[config.mk]
export PLATFORM = sky130hd
export DESIGN_NAME = iact_sram_read_scheduler
export DESIGN_NICKNAME = d
export VERILOG_FILES = /design/src/rtl/iact_sram_read_scheduler.sv
export SDC_FILE = /design/constraint.sdc
export NUM_CORES = 1
export LEC_CHECK = 0
export CORE_ASPECT_RATIO = 0.7
export CORE_MARGIN = 2
export CORE_UTILIZATION = 45
export DETAILED_ROUTE_END_ITERATION = 12
export GPL_ROUTABILITY_DRIVEN = 0
export PLACE_DENSITY = 0.86
export SETUP_SLACK_MARGIN = 0.5
export SLEW_MARGIN = 20
export SYNTH_ARGS = -nofsm -noshare
export SYNTH_HDL_FRONTEND = slang
export SYNTH_SLANG_ARGS = --single-unit
export TNS_END_PERCENT = 100
[constraint.sdc]
create_clock -name clock -period 4.85 [get_ports clock]
set_clock_uncertainty 0.05 [all_clocks]
set_input_delay 0.97 -clock clock [delete_from_list [all_inputs] [get_ports clock]]
set_output_delay 0.97 -clock clock [all_outputs]
set_load 0.1 [all_outputs]
[src/rtl/iact_sram_read_scheduler.sv]
// iact data SRAM sequencer: fill phases plus round-robin shared reads
// of zero-terminated CSC streams through a 4-entry skid FIFO.
module iact_sram_read_scheduler #(
    parameter int NUM_REQ = 3,
    parameter int IDX_W   = 10,
    parameter int DATA_W  = 12
) (
    input  logic                     clock,
    input  logic                     reset,
    input  logic                     fill_req,
    output logic                     fill_busy,
    output logic                     sram_write_en,
    input  logic                     sram_write_done,
    input  logic [NUM_REQ-1:0]       req_valid,
    input  logic [NUM_REQ*IDX_W-1:0] req_stream,
    output logic [NUM_REQ-1:0]       req_ready,
    output logic                     sram_read_en,
    output logic [IDX_W-1:0]         sram_read_addr,
    output logic                     sram_data_out_ready,
    input  logic                     sram_data_out_valid,
    input  logic [DATA_W-1:0]        sram_data_out,
    input  logic                     sram_read_done,
    output logic [NUM_REQ-1:0]       rsp_valid,
    output logic [DATA_W-1:0]        rsp_data,
    input  logic [NUM_REQ-1:0]       rsp_ready,
    output logic [NUM_REQ-1:0]       rsp_done
);

    localparam int PTR_W = (NUM_REQ > 1) ? $clog2(NUM_REQ) : 1;

    typedef enum logic [1:0] {
        IDLE,
        FILL,
        READ,
        DRAIN
    } state_e;

    state_e             state_q, state_d;
    logic [PTR_W-1:0]   grant_q, grant_d;
    logic [PTR_W-1:0]   rr_q, rr_d;
    logic [IDX_W-1:0]   stream_q, stream_d;
    logic               issued_q, issued_d;
    logic [DATA_W-1:0]  mem_q [4];
    logic [DATA_W-1:0]  mem_d [4];
    logic [1:0]         wr_q, wr_d;
    logic [1:0]         rd_q, rd_d;
    logic [2:0]         count_q, count_d;

    logic               pick_found;
    logic [PTR_W-1:0]   pick_idx;
    logic [IDX_W-1:0]   pick_stream;
    logic [NUM_REQ-1:0] gmask;
    logic               push;
    logic               pop;

    // First pending requester at or above the RR pointer, with wrap.
    always_comb begin
        int j;
        j          = 0;
        pick_found = 1'b0;
        pick_idx   = '0;
        for (int k = 0; k < NUM_REQ; k++) begin
            j = int'(rr_q) + k;
            if (j >= NUM_REQ) begin
                j = j - NUM_REQ;
            end
            if (!pick_found && req_valid[PTR_W'(j)]) begin
                pick_found = 1'b1;
                pick_idx   = PTR_W'(j);
            end
        end
    end

    always_comb begin
        pick_stream = '0;
        for (int i = 0; i < NUM_REQ; i++) begin
            if (pick_idx == PTR_W'(i)) begin
                pick_stream = req_stream[i*IDX_W +: IDX_W];
            end
        end
    end

    always_comb begin
        state_d             = state_q;
        grant_d             = grant_q;
        rr_d                = rr_q;
        stream_d            = stream_q;
        mem_d               = mem_q;
        wr_d                = wr_q;
        rd_d                = rd_q;
        count_d             = count_q;
        issued_d            = 1'b0;
        push                = 1'b0;
        pop                 = 1'b0;
        req_ready           = '0;
        fill_busy           = 1'b0;
        sram_write_en       = 1'b0;
        sram_read_en        = 1'b0;
        sram_data_out_ready = 1'b0;
        rsp_valid           = '0;
        rsp_done            = '0;
        gmask               = NUM_REQ'(1) << grant_q;

        unique case (state_q)
            IDLE: begin
                if (fill_req) begin
                    state_d = FILL;
                end else if (pick_found && !reset) begin
                    req_ready = NUM_REQ'(1) << pick_idx;
                    grant_d   = pick_idx;
                    stream_d  = pick_stream;
                    state_d   = READ;
                end
            end
            FILL: begin
                fill_busy     = 1'b1;
                sram_write_en = 1'b1;
                if (sram_write_done) begin
                    state_d = IDLE;
                end
            end
            READ: begin
                sram_read_en = 1'b1;
                // One read may still be in flight, so leave room for it.
                sram_data_out_ready =
                    ({1'b0, count_q} + 4'(issued_q)) < 4'd3;
                push = sram_data_out_valid && (sram_data_out != '0);
                if (sram_read_done) begin
                    state_d = DRAIN;
                end
            end
            DRAIN: begin
                if (count_q == 3'd0) begin
                    rsp_done = gmask;
                    rr_d     = (grant_q == PTR_W'(NUM_REQ - 1))
                             ? '0 : grant_q + 1'b1;
                    state_d  = IDLE;
                end
            end
            default: state_d = IDLE;
        endcase

        if (state_q == READ || state_q == DRAIN) begin
            if (count_q != 3'd0) begin
                rsp_valid = gmask;
                pop       = rsp_ready[grant_q];
            end
        end

        issued_d = sram_read_en & sram_data_out_ready;

        if (push) begin
            mem_d[wr_q] = sram_data_out;
            wr_d        = wr_q + 2'd1;
        end
        if (pop) begin
            rd_d = rd_q + 2'd1;
        end
        count_d = count_q + 3'(push) - 3'(pop);
    end

    assign sram_read_addr = stream_q;
    assign rsp_data       = (count_q != 3'd0) ? mem_q[rd_q] : '0;

    always_ff @(posedge clock) begin
        if (reset) begin
            state_q  <= IDLE;
            grant_q  <= '0;
            rr_q     <= '0;
            stream_q <= '0;
            issued_q <= 1'b0;
            wr_q     <= '0;
            rd_q     <= '0;
            count_q  <= '0;
        end else begin
            state_q  <= state_d;
            grant_q  <= grant_d;
            rr_q     <= rr_d;
            stream_q <= stream_d;
            issued_q <= issued_d;
            wr_q     <= wr_d;
            rd_q     <= rd_d;
            count_q  <= count_d;
        end
    end

    always_ff @(posedge clock) begin
        mem_q <= mem_d;
    end

endmodule

==> results of run 1 <==
-- metal layers --
layer / share of wire / global-route usage / up-vias
met5: 0 / 0 / -
met4: 0.022 / 0.0692 / 0
met3: 0.046 / 0.0621 / 10
met2: 0.50 / 0.326 / 66
met1: 0.43 / 0.255 / 1154
li1: - / - / 1142
-- placed cells by master (no fill, tap or decap), types with 2 or more instances in the layout --
cell type,instances
edfxtp_1,48
nand2b_1,4
xnor2_1,3
and2b_2,2
a32oi_1,2
and2_2,2
nor2b_1,17
buf_12,3
and2_1,4
nand2_1,16
buf_4,6
o21ai_1,3
mux2i_1,17
nor3_1,3
mux4_2,12
inv_1,17
o221ai_1,8
dfxtp_1,24
ha_1,13
clkinv_2,3
xor2_1,2
a211oi_2,2
nor2_1,19
clkdlybuf4s50_1,83
clkinvlp_4,3
nor4_1,4
clkbuf_8,9
a21oi_1,5
-- report_power, final --
group | switching, mW | leakage, nW | total (mW) | internal (mW)
clock | 0.224 | 0.0814 | 0.408 | 0.184
sequential | 0.0216 | 0.629 | 0.702 | 0.681
combinational | 0.432 | 0.905 | 0.615 | 0.183
total | 0.678 | 1.62 | 1.73 | 1.05
-- final cells by class --
class	count	area [um2]
flip-flops and latches	72	1920
repair buffers	92	936
well taps	98	123
clock inverters	7	46.3
clock buffers	9	124
fillers	580	2740
multi-input cells	160	1370
inverters	17	63.8
-- synthesized netlist by cell type (2+ instances only) --
library cell / instances
and2_1: 5
nand2_1: 16
ha_1: 13
o21ai_1: 3
nor2_1: 19
mux2i_1: 17
clkbuf_1: 4
edfxtp_1: 48
buf_6: 3
a32oi_1: 2
nand2b_1: 4
o221ai_1: 8
a21oi_1: 5
nor2b_1: 18
inv_1: 17
nor4_1: 4
dfxtp_1: 24
mux4_2: 12
xor2_1: 2
nor3_1: 3
and2b_2: 2
xnor2_1: 3
-- cells by family (layout without fill, tap and decap cells) --
group           after synthesis  in the layout  share of synthesized area
buf+inv                      27            125                     0.0378
xor+xnor                      5              5                     0.0128
simple gates                 79             79                      0.125
mux                          29             29                      0.129
flops                        72             72                      0.563
fa+ha+maj                    14             14                     0.0535
compound gates               33             33                     0.0788
-- per-stage QoR --
step | std cells | hold WS [ns]
6_report | 455 | 0.422
5_1_grt | 455 | 0.437
4_1_cts | 455 | 0.423
3_5_place_dp | 439 | 0.402
3_3_place_gp | 439 | 0.397
2_1_floorplan | 259 | 0.446
-- state kept, by name, indices dropped and copies added, names as in the netlist --
signal,cells
count_q,3
grant_q,2
issued_q,1
mem_q,48
rd_q,2
rr_q,2
sram_read_addr,10
state_q,2
wr_q,2
-- tightest hold or removal path, cell delays in order, from the launching register on --
cell      delay (ns)
dfxtp_1         0.33
nand2_1         0.05
o221ai_1        0.05
-- timing repair --
item / 4_1_cts / 5_1_grt
hold buffers: 0 / 0
gates resized for setup: 0 / 1
endpoints found under the setup margin: 0 / 2
-- worst max path at each step --
stage | from | to | cells past startpoint
2_1_floorplan | req_valid[1] | req_ready[0] | 6
3_3_place_gp | req_valid[0] | req_ready[0] | 8
3_5_place_dp | req_valid[0] | req_ready[2] | 8
4_1_cts | req_valid[0] | req_ready[2] | 8
5_1_grt | req_valid[0] | req_ready[0] | 8
6_report | req_valid[0] | req_ready[0] | 8
==> impl_metrics.json, run 1 <==
{
  "cts_setup_buffers": 0,
  "gr-usage-all-layers": 0.200,
  "antenna_found_initial": 0,
  "fin_crit_sh": 0.862,
  "yosysSeqAreaShare": 0.563,
  "critical_path.top_delay_family": "simple AND/OR/NAND/NOR gates",
  "slew_headroom": 0.323,
  "insertedDiodeCount": 0,
  "r2r-end": "sram_read_addr[4]",
  "slew_viol_final": 0,
  "hold_violations": 0,
  "htreeDepth": 3,
  "crit_fanout": 9,
  "drive_gt1_frac": 0.143,
  "cp-start-kind": "primary input",
  "fin_crit_ns": 4.18,
  "synth_top_area_frac": 0.422,
  "r2r-start": "rr_q[0]",
  "status": "finished clean",
  "num_io_pins": 89,
  "syn_nets": 327,
  "synthDistinctLibCells": 49,
  "post-route-util": 0.626,
  "power.total_mw": 1.73,
  "worstHoldStart": "sram_read_addr[5]",
  "max_freq_mhz": 239,
  "wl_per_cell_um": 16.9,
  "cts_root_buf": "clkbuf_8",
  "syn_avg_cell_area_um2": 13.2,
  "grt_pass1_wl_mm": 12.4,
  "cp.arrival_ns": 3.16,
  "ant_nets": 0,
  "critical_path_required_ns": 3.83,
  "die_y_um": 76.9,
  "grt_setup_unrepaired": "false",
  "drc": 0,
  "cts_buffer_depth": 2,
  "final_nets": 420,
  "port_buffers": 88,
  "clock_latency_ns": 0.35,
  "end_kind": "primary output",
  "synth_area_mm2": 0.00341,
  "whs_path_depth": 2,
  "yosys_warnings": 0,
  "drtPass1Iterations": 4,
  "cp_slowest_cell": "or4b_1",
  "synth_top_area_cell": "edfxtp_1",
  "die_area_mm2": 0.00831,
  "synth_ff_type": "edfxtp_1",
  "place_ws_ns": 0.649,
  "synth_edf_count": 48,
  "routed_wl_mm": 7.70,
  "synth.top_cells.by_area": "edfxtp_1 (42%), dfxtp_1 (14%), mux4_2 (7.9%)",
  "grt_pass1_vias": 2399,
  "r2r_cells": 9,
  "clkTransAtPathRegs_ns": 0.07,
  "ys_ff_latch": 72,
  "via_per_inst": 5.21,
  "cts_sinks": 72,
  "drtIter0Drc": 143,
  "maxCapViolCount": 0,
  "power_density_mw_per_mm2": 376,
  "finalInstanceArea_mm2": 0.00458,
  "cts_tree": "done",
  "start_util": 0.466,
  "vias": 2372,
  "grt_max_degree": 16,
  "globalRouteOverflowTotal": 0,
  "rows": 26,
  "hpwlAfterDp_mm": 5.83,
  "hold_path_class": "reg2reg",
  "min_to": "sram_read_addr[5]",
  "placed_area_mm2": 0.00441,
  "fp.dieW_um": 108,
  "syn_to_final_growth_pct": 34.4,
  "synth_cells": 259,
  "crit_type": "in2out",
  "p_leak_nw": 1.62,
  "crit_buf_inv": 2,
  "core-area_mm2": 0.00732,
  "regToRegSetupSlack_ns": 2.20,
  "finalSetupViolations": 0,
  "fin_setup_tns_ns": 0,
  "worst_slack_ns": 0.671,
  "max_stage_delay_ns": 0.57,
  "cts_buffers": 9,
  "worst_pin_slew_ns": 1.01,
  "ir_worst_vdd_mv": 0.163,
  "async_reset_ff_frac": 0,
  "path_cells": "clkdlybuf4s50_1 -> mux2i_1 -> o21ai_1 -> or4b_1 -> nand2_1 -> nand2_2 -> nor2_1 -> buf_12"
}
Note: power is estimated with default switching activity, not from simulation.
==> run 2, diff against run 1 <==
--- a/config.mk
+++ b/config.mk
@@ -5,12 +5,14 @@
 export SDC_FILE = /design/constraint.sdc
 export NUM_CORES = 1
 export LEC_CHECK = 0
+export CAP_MARGIN = 20
 export CORE_ASPECT_RATIO = 0.7
 export CORE_MARGIN = 2
 export CORE_UTILIZATION = 45
+export CTS_BUF_LIST = sky130_fd_sc_hd__clkbuf_4 sky130_fd_sc_hd__clkbuf_8 sky130_fd_sc_hd__clkbuf_16
 export DETAILED_ROUTE_END_ITERATION = 12
 export GPL_ROUTABILITY_DRIVEN = 0
-export PLACE_DENSITY = 0.86
+export PLACE_DENSITY = 0.75
 export SETUP_SLACK_MARGIN = 0.5
 export SLEW_MARGIN = 20
 export SYNTH_ARGS = -nofsm -noshare
==> run 2 against run 1 <==
Effect of this change: global-route usage fell by 1.1 points; register-to-register slack got worse by 0.08 ns; count of clock-buffer cells in the layout rose by 1; combinational power barely moved; hold slack got worse by 0.0038 ns; flip-flop and latch count did not move; die area did not move; highest routed layer unchanged; power rose by 8.8%.
==> impl_metrics.json, run 2 (synthesis gave the netlist of run 1 again) <==
{
  "r2r-end": "count_q[2]",
  "startpoint": "req_valid[0]",
  "fin_setup_tns_ns": 0,
  "ir_worst_vdd_mv": 0.240,
  "hold_path_class": "reg2reg",
  "cts-hold-fix-buffers": 0,
  "cts_buffer_depth": 2,
  "drtPass1Iterations": 4,
  "cts_buffers": 9,
  "layout_common_cells": "clkdlybuf4s50_1 (84), edfxtp_1 (48), dfxtp_1 (24)",
  "regToRegSetupSlack_ns": 2.12,
  "r2r-start": "state_q[1]",
  "cts_root_buf": "clkbuf_8",
  "finalNonFillerCells": 455,
  "worstHoldStart": "sram_read_addr[5]",
  "fin_crit_ns": 4.19,
  "wl_per_cell_um": 16.4,
  "critical_path_required_ns": 3.83,
  "min_to": "sram_read_addr[5]",
  "drive_gt1_frac": 0.137,
  "port_buffers": 88,
  "finalSetupViolations": 0,
  "grt_setup_unrepaired": "false",
  "status": "finished clean",
  "worst_pin_slew_ns": 1.00,
  "cts_tree": "done",
  "grt_max_degree": 16,
  "power_switching_uw": 668,
  "clock_power_share": 0.299,
  "routed_wl_mm": 7.45,
  "slew_headroom": 0.329,
  "insertedDiodeCount": 0,
  "cp-start-kind": "primary input",
  "maxCapViolCount": 0,
  "r2r_cells": 11,
  "power_density_mw_per_mm2": 403,
  "clock_latency_ns": 0.35,
  "switching_share": 0.356,
  "largest_register_ffs": 48,
  "end_kind": "primary output",
  "place_ws_ns": 0.655,
  "via_per_inst": 5.24,
  "rows": 26,
  "drtIter0Drc": 106,
  "hold_violations": 0,
  "p_int_mw": 1.21,
  "drc": 0,
  "p_leak_nw": 1.65,
  "vias": 2386,
  "layout_commonest_cell": "clkdlybuf4s50_1",
  "cp.arrival_ns": 3.17,
  "fin_crit_sh": 0.865,
  "die_area_mm2": 0.00831,
  "htreeDepth": 3,
  "dp.cells": 439,
  "max_freq_mhz": 238,
  "post-route-util": 0.636,
  "die_y_um": 76.9,
  "grt_pass1_wl_mm": 11.9,
  "crit_fanout": 9,
  "crit_type": "in2out",
  "grt_pass1_vias": 2414,
  "ant_nets": 0,
  "core-area_mm2": 0.00732,
  "clkTransAtPathRegs_ns": 0.07,
  "largest_register": "mem_q",
  "final_nets": 420,
  "cts_setup_buffers": 0,
  "comb_power_share": 0.326,
  "cts_resized": 0,
  "gr-usage-all-layers": 0.190,
  "power_frac_seq": 0.375,
  "worst_slack_ns": 0.657,
  "syn_to_final_growth_pct": 36.5,
  "whs_path_depth": 2,
  "slew_viol_final": 0,
  "cts_sinks": 72,
  "num_io_pins": 89,
  "fp.dieW_um": 108,
  "start_util": 0.466,
  "antenna_found_initial": 0,
  "hpwlAfterDp_mm": 5.59,
  "globalRouteOverflowTotal": 0
}
## run 2: changes by cell type in the layout (fill, tap and decap cells not counted), sizes merged
| cell | delta |
|---|---|
| bufinv | +3 |
| inv | -1 |
| clkbuf | +1 |
| clkinvlp | -3 |
| clkdlybuf4s50 | +1 |
| buf | -1 |
## run 2: cell type report
type	instances	area [um2]
clock buffer	10	131
clock inverter	6	108
fill	568	2660
inverter	17	63.8
multi-input combinational	160	1370
sequential	72	1920
tap	98	123
timing repair buffer	92	938
## run 2: worst max-delay path by stage
stage / to / slack (ns) / cells past startpoint
floorplan: req_ready[0] / 0.52 / 6
global placement: req_ready[0] / 0.75 / 8
detailed placement: req_ready[0] / 0.66 / 8
CTS: req_ready[0] / 0.65 / 8
global route: req_ready[0] / 0.52 / 8
finish: req_ready[0] / 0.66 / 8
## run 2: worst max-delay path, cell delays in order
cell             delay, ns
clkdlybuf4s50_1       0.52
mux2i_1               0.21
o21ai_1               0.14
or4b_1                0.58
nand2_1               0.18
nand2_2               0.16
nor2_1                0.21
buf_12                0.20
## run 2: routing by layer
metal	vias to the layer above	track usage	share of wire
li1	1143	-	-
met1	1160	0.243	0.45
met2	78	0.309	0.47
met3	5	0.0689	0.074
met4	0	0.0449	0.0075
met5	-	0	0
## run 2: metrics by stage
| step | hold slack, ns | cell area [um2] | power [mW] |
|---|---|---|---|
| floorplan | 0.446 | 3420 | 1.16 |
| detailed placement | 0.407 | 4420 | 1.33 |
| global placement | 0.394 | 4420 | 1.32 |
| global route | 0.456 | 4660 | 1.94 |
| CTS | 0.424 | 4650 | 1.89 |
| finish | 0.418 | 4660 | 1.88 |
## run 2: power by group through the flow
stage	Sequential (mW)	Clock (mW)	Combinational, mW
after floorplan	0.786	0	0.375
after global placement	0.717	0	0.606
after detailed placement	0.718	0	0.613
after CTS	0.704	0.571	0.616
after global routing	0.708	0.591	0.640
final	0.704	0.561	0.613
==> run 3, diff against run 2 <==
--- a/config.mk
+++ b/config.mk
@@ -7,11 +7,9 @@
 export LEC_CHECK = 0
 export CAP_MARGIN = 20
 export CORE_ASPECT_RATIO = 0.7
-export CORE_MARGIN = 2
 export CORE_UTILIZATION = 45
-export CTS_BUF_LIST = sky130_fd_sc_hd__clkbuf_4 sky130_fd_sc_hd__clkbuf_8 sky130_fd_sc_hd__clkbuf_16
+export CTS_BUF_LIST = sky130_fd_sc_hd__clkbuf_8
 export DETAILED_ROUTE_END_ITERATION = 12
-export GPL_ROUTABILITY_DRIVEN = 0
 export PLACE_DENSITY = 0.75
 export SETUP_SLACK_MARGIN = 0.5
 export SLEW_MARGIN = 20
==> run 3 against run 2 <==
Effect of this change: global-route usage up 0.50 points; flip-flop and latch count did not move; sequential share of layout area rose by 0.44 points; utilization is 0.67 points lower; sequential power about the same; via count down 0.46%; design area fell by 1.0%; combinational power about the same.
==> impl_metrics.json, run 3 (synthesis gave the netlist of run 1 again) <==
{
  "status": "finished clean",
  "placed_area_mm2": 0.00441,
  "cp-start-kind": "primary input",
  "hold_violations": 0,
  "slew_viol_final": 0,
  "cts_sinks": 72,
  "rows": 26,
  "ir_worst_vdd_mv": 0.219,
  "die_area_mm2": 0.00794,
  "cts_root_buf": "clkbuf_8",
  "grt_max_degree": 16,
  "finalInstanceArea_mm2": 0.00461,
  "drive_gt1_frac": 0.129,
  "post-route-util": 0.629,
  "crit_type": "in2out",
  "die_y_um": 74.9,
  "multi_input_area_mm2": 0.00137,
  "final_nets": 419,
  "end_kind": "primary output",
  "num_io_pins": 89,
  "gp_congestion": 0.819,
  "critical_path_required_ns": 3.83,
  "port_buffers": 88,
  "place_ws_ns": 0.689,
  "slew_headroom": 0.339,
  "path_cells": "clkdlybuf4s50_1 -> mux2i_1 -> o21ai_1 -> o21bai_1 -> and2_1 -> nand3_2 -> inv_1 -> buf_12",
  "maxCapViolCount": 0,
  "max_freq_mhz": 240,
  "grt_pass1_vias": 2315,
  "crit_buf_inv": 3,
  "grt_pass1_wl_mm": 11.5,
  "start_util": 0.466,
  "drtPass1Iterations": 5,
  "routed_wl_mm": 7.36,
  "power_density_mw_per_mm2": 385,
  "gr-usage-all-layers": 0.195,
  "fin_crit_sh": 0.861,
  "cp.arrival_ns": 3.15,
  "vias": 2375,
  "htreeDepth": 3,
  "critical_path.top_delay_family": "buffers and inverters",
  "hold_path_class": "reg2reg",
  "fillers": 558,
  "globalRouteOverflowTotal": 0,
  "fin_setup_tns_ns": 0,
  "max_stage_delay_ns": 0.59,
  "worst_pin_slew_ns": 0.989,
  "ant_nets": 0,
  "syn_to_final_growth_pct": 35.0,
  "cp_slowest_cell": "clkdlybuf4s50_1",
  "cts_setup_buffers": 0,
  "largest_register_ffs": 48,
  "fin_crit_ns": 4.17,
  "regArea_mm2": 0.00192,
  "finalSetupViolations": 0,
  "grt_setup_unrepaired": "false",
  "cts-hold-fix-buffers": 0,
  "p_leak_nw": 1.62,
  "wl_per_cell_um": 16.2,
  "layout_commonest_cell": "clkdlybuf4s50_1",
  "cts_buffers": 9,
  "holdWs_ns": 0.421,
  "crit_fanout": 10,
  "via_per_inst": 5.23,
  "cts_tree": "done",
  "clock_latency_ns": 0.34,
  "largest_register": "mem_q",
  "drc": 0,
  "core-area_mm2": 0.00732,
  "clkTransAtPathRegs_ns": 0.07,
  "insertedDiodeCount": 0,
  "fp.dieW_um": 106,
  "layout_common_cells": "clkdlybuf4s50_1 (85), edfxtp_1 (48), dfxtp_1 (24)",
  "cts_resized": 0,
  "hpwlAfterDp_mm": 5.46,
  "worst_slack_ns": 0.676,
  "drtIter0Drc": 200,
  "cts_buffer_depth": 2,
  "antenna_found_initial": 0
}
==> run 3: cell count changes in the layout (fill, tap and decap cells not counted) <==
cell / delta
and2_2: -1
and2_1: +1
buf_4: -2
clkbuf_4: -1
clkinvlp_4: +1
bufinv_16: -2
clkinv_4: +2
clkdlybuf4s50_1: +1
==> run 3: power breakdown <==
group	total (mW)	switching, mW	internal (mW)
Sequential	0.702	0.0219	0.681
Clock	0.461	0.224	0.237
Combinational	0.612	0.430	0.182
Total	1.77	0.675	1.10
==> run 3: metal layers <==
metal	track usage	part of all wire
met2	0.312	0.46
met4	0.0556	0.014
met5	0	0
met3	0.0632	0.067
met1	0.260	0.46
==> run 3: worst paths after layout <==
check               startpoint                 to  slack (ns)  cells after the start
min reg2reg  sram_read_addr[1]  sram_read_addr[1]        0.42                      2
max reg2reg         state_q[1]         count_q[2]        2.07                     11
min          sram_read_addr[1]  sram_read_addr[1]        0.42                      2
max               req_valid[0]       req_ready[2]        0.68                      8
==> run 3: final cells by class <==
type,instances,share of cell area
well taps,98,0.0266
repair buffers,91,0.203
flip-flops and latches,72,0.417
clock buffers,9,0.0269
clock inverters,7,0.0158
multi-input cells,160,0.297
inverters,17,0.0139
==> run 3: worst register-to-register path, stage by stage (launching register included) <==
cell	delay (ns)
dfxtp_1	0.48
nor2b_2	0.26
nand2_1	0.11
a31oi_1	0.51
inv_1	0.10
ha_1	0.31
inv_1	0.06
ha_1	0.13
inv_1	0.05
fa_1	0.40
xnor2_1	0.18
nor2_1	0.05
==> run 3: stage by stage <==
stage	power, mW	cells
CTS	1.79	454
global route	1.84	454
floorplan	1.16	259
finish	1.77	454
detailed placement	1.33	438
global placement	1.32	438
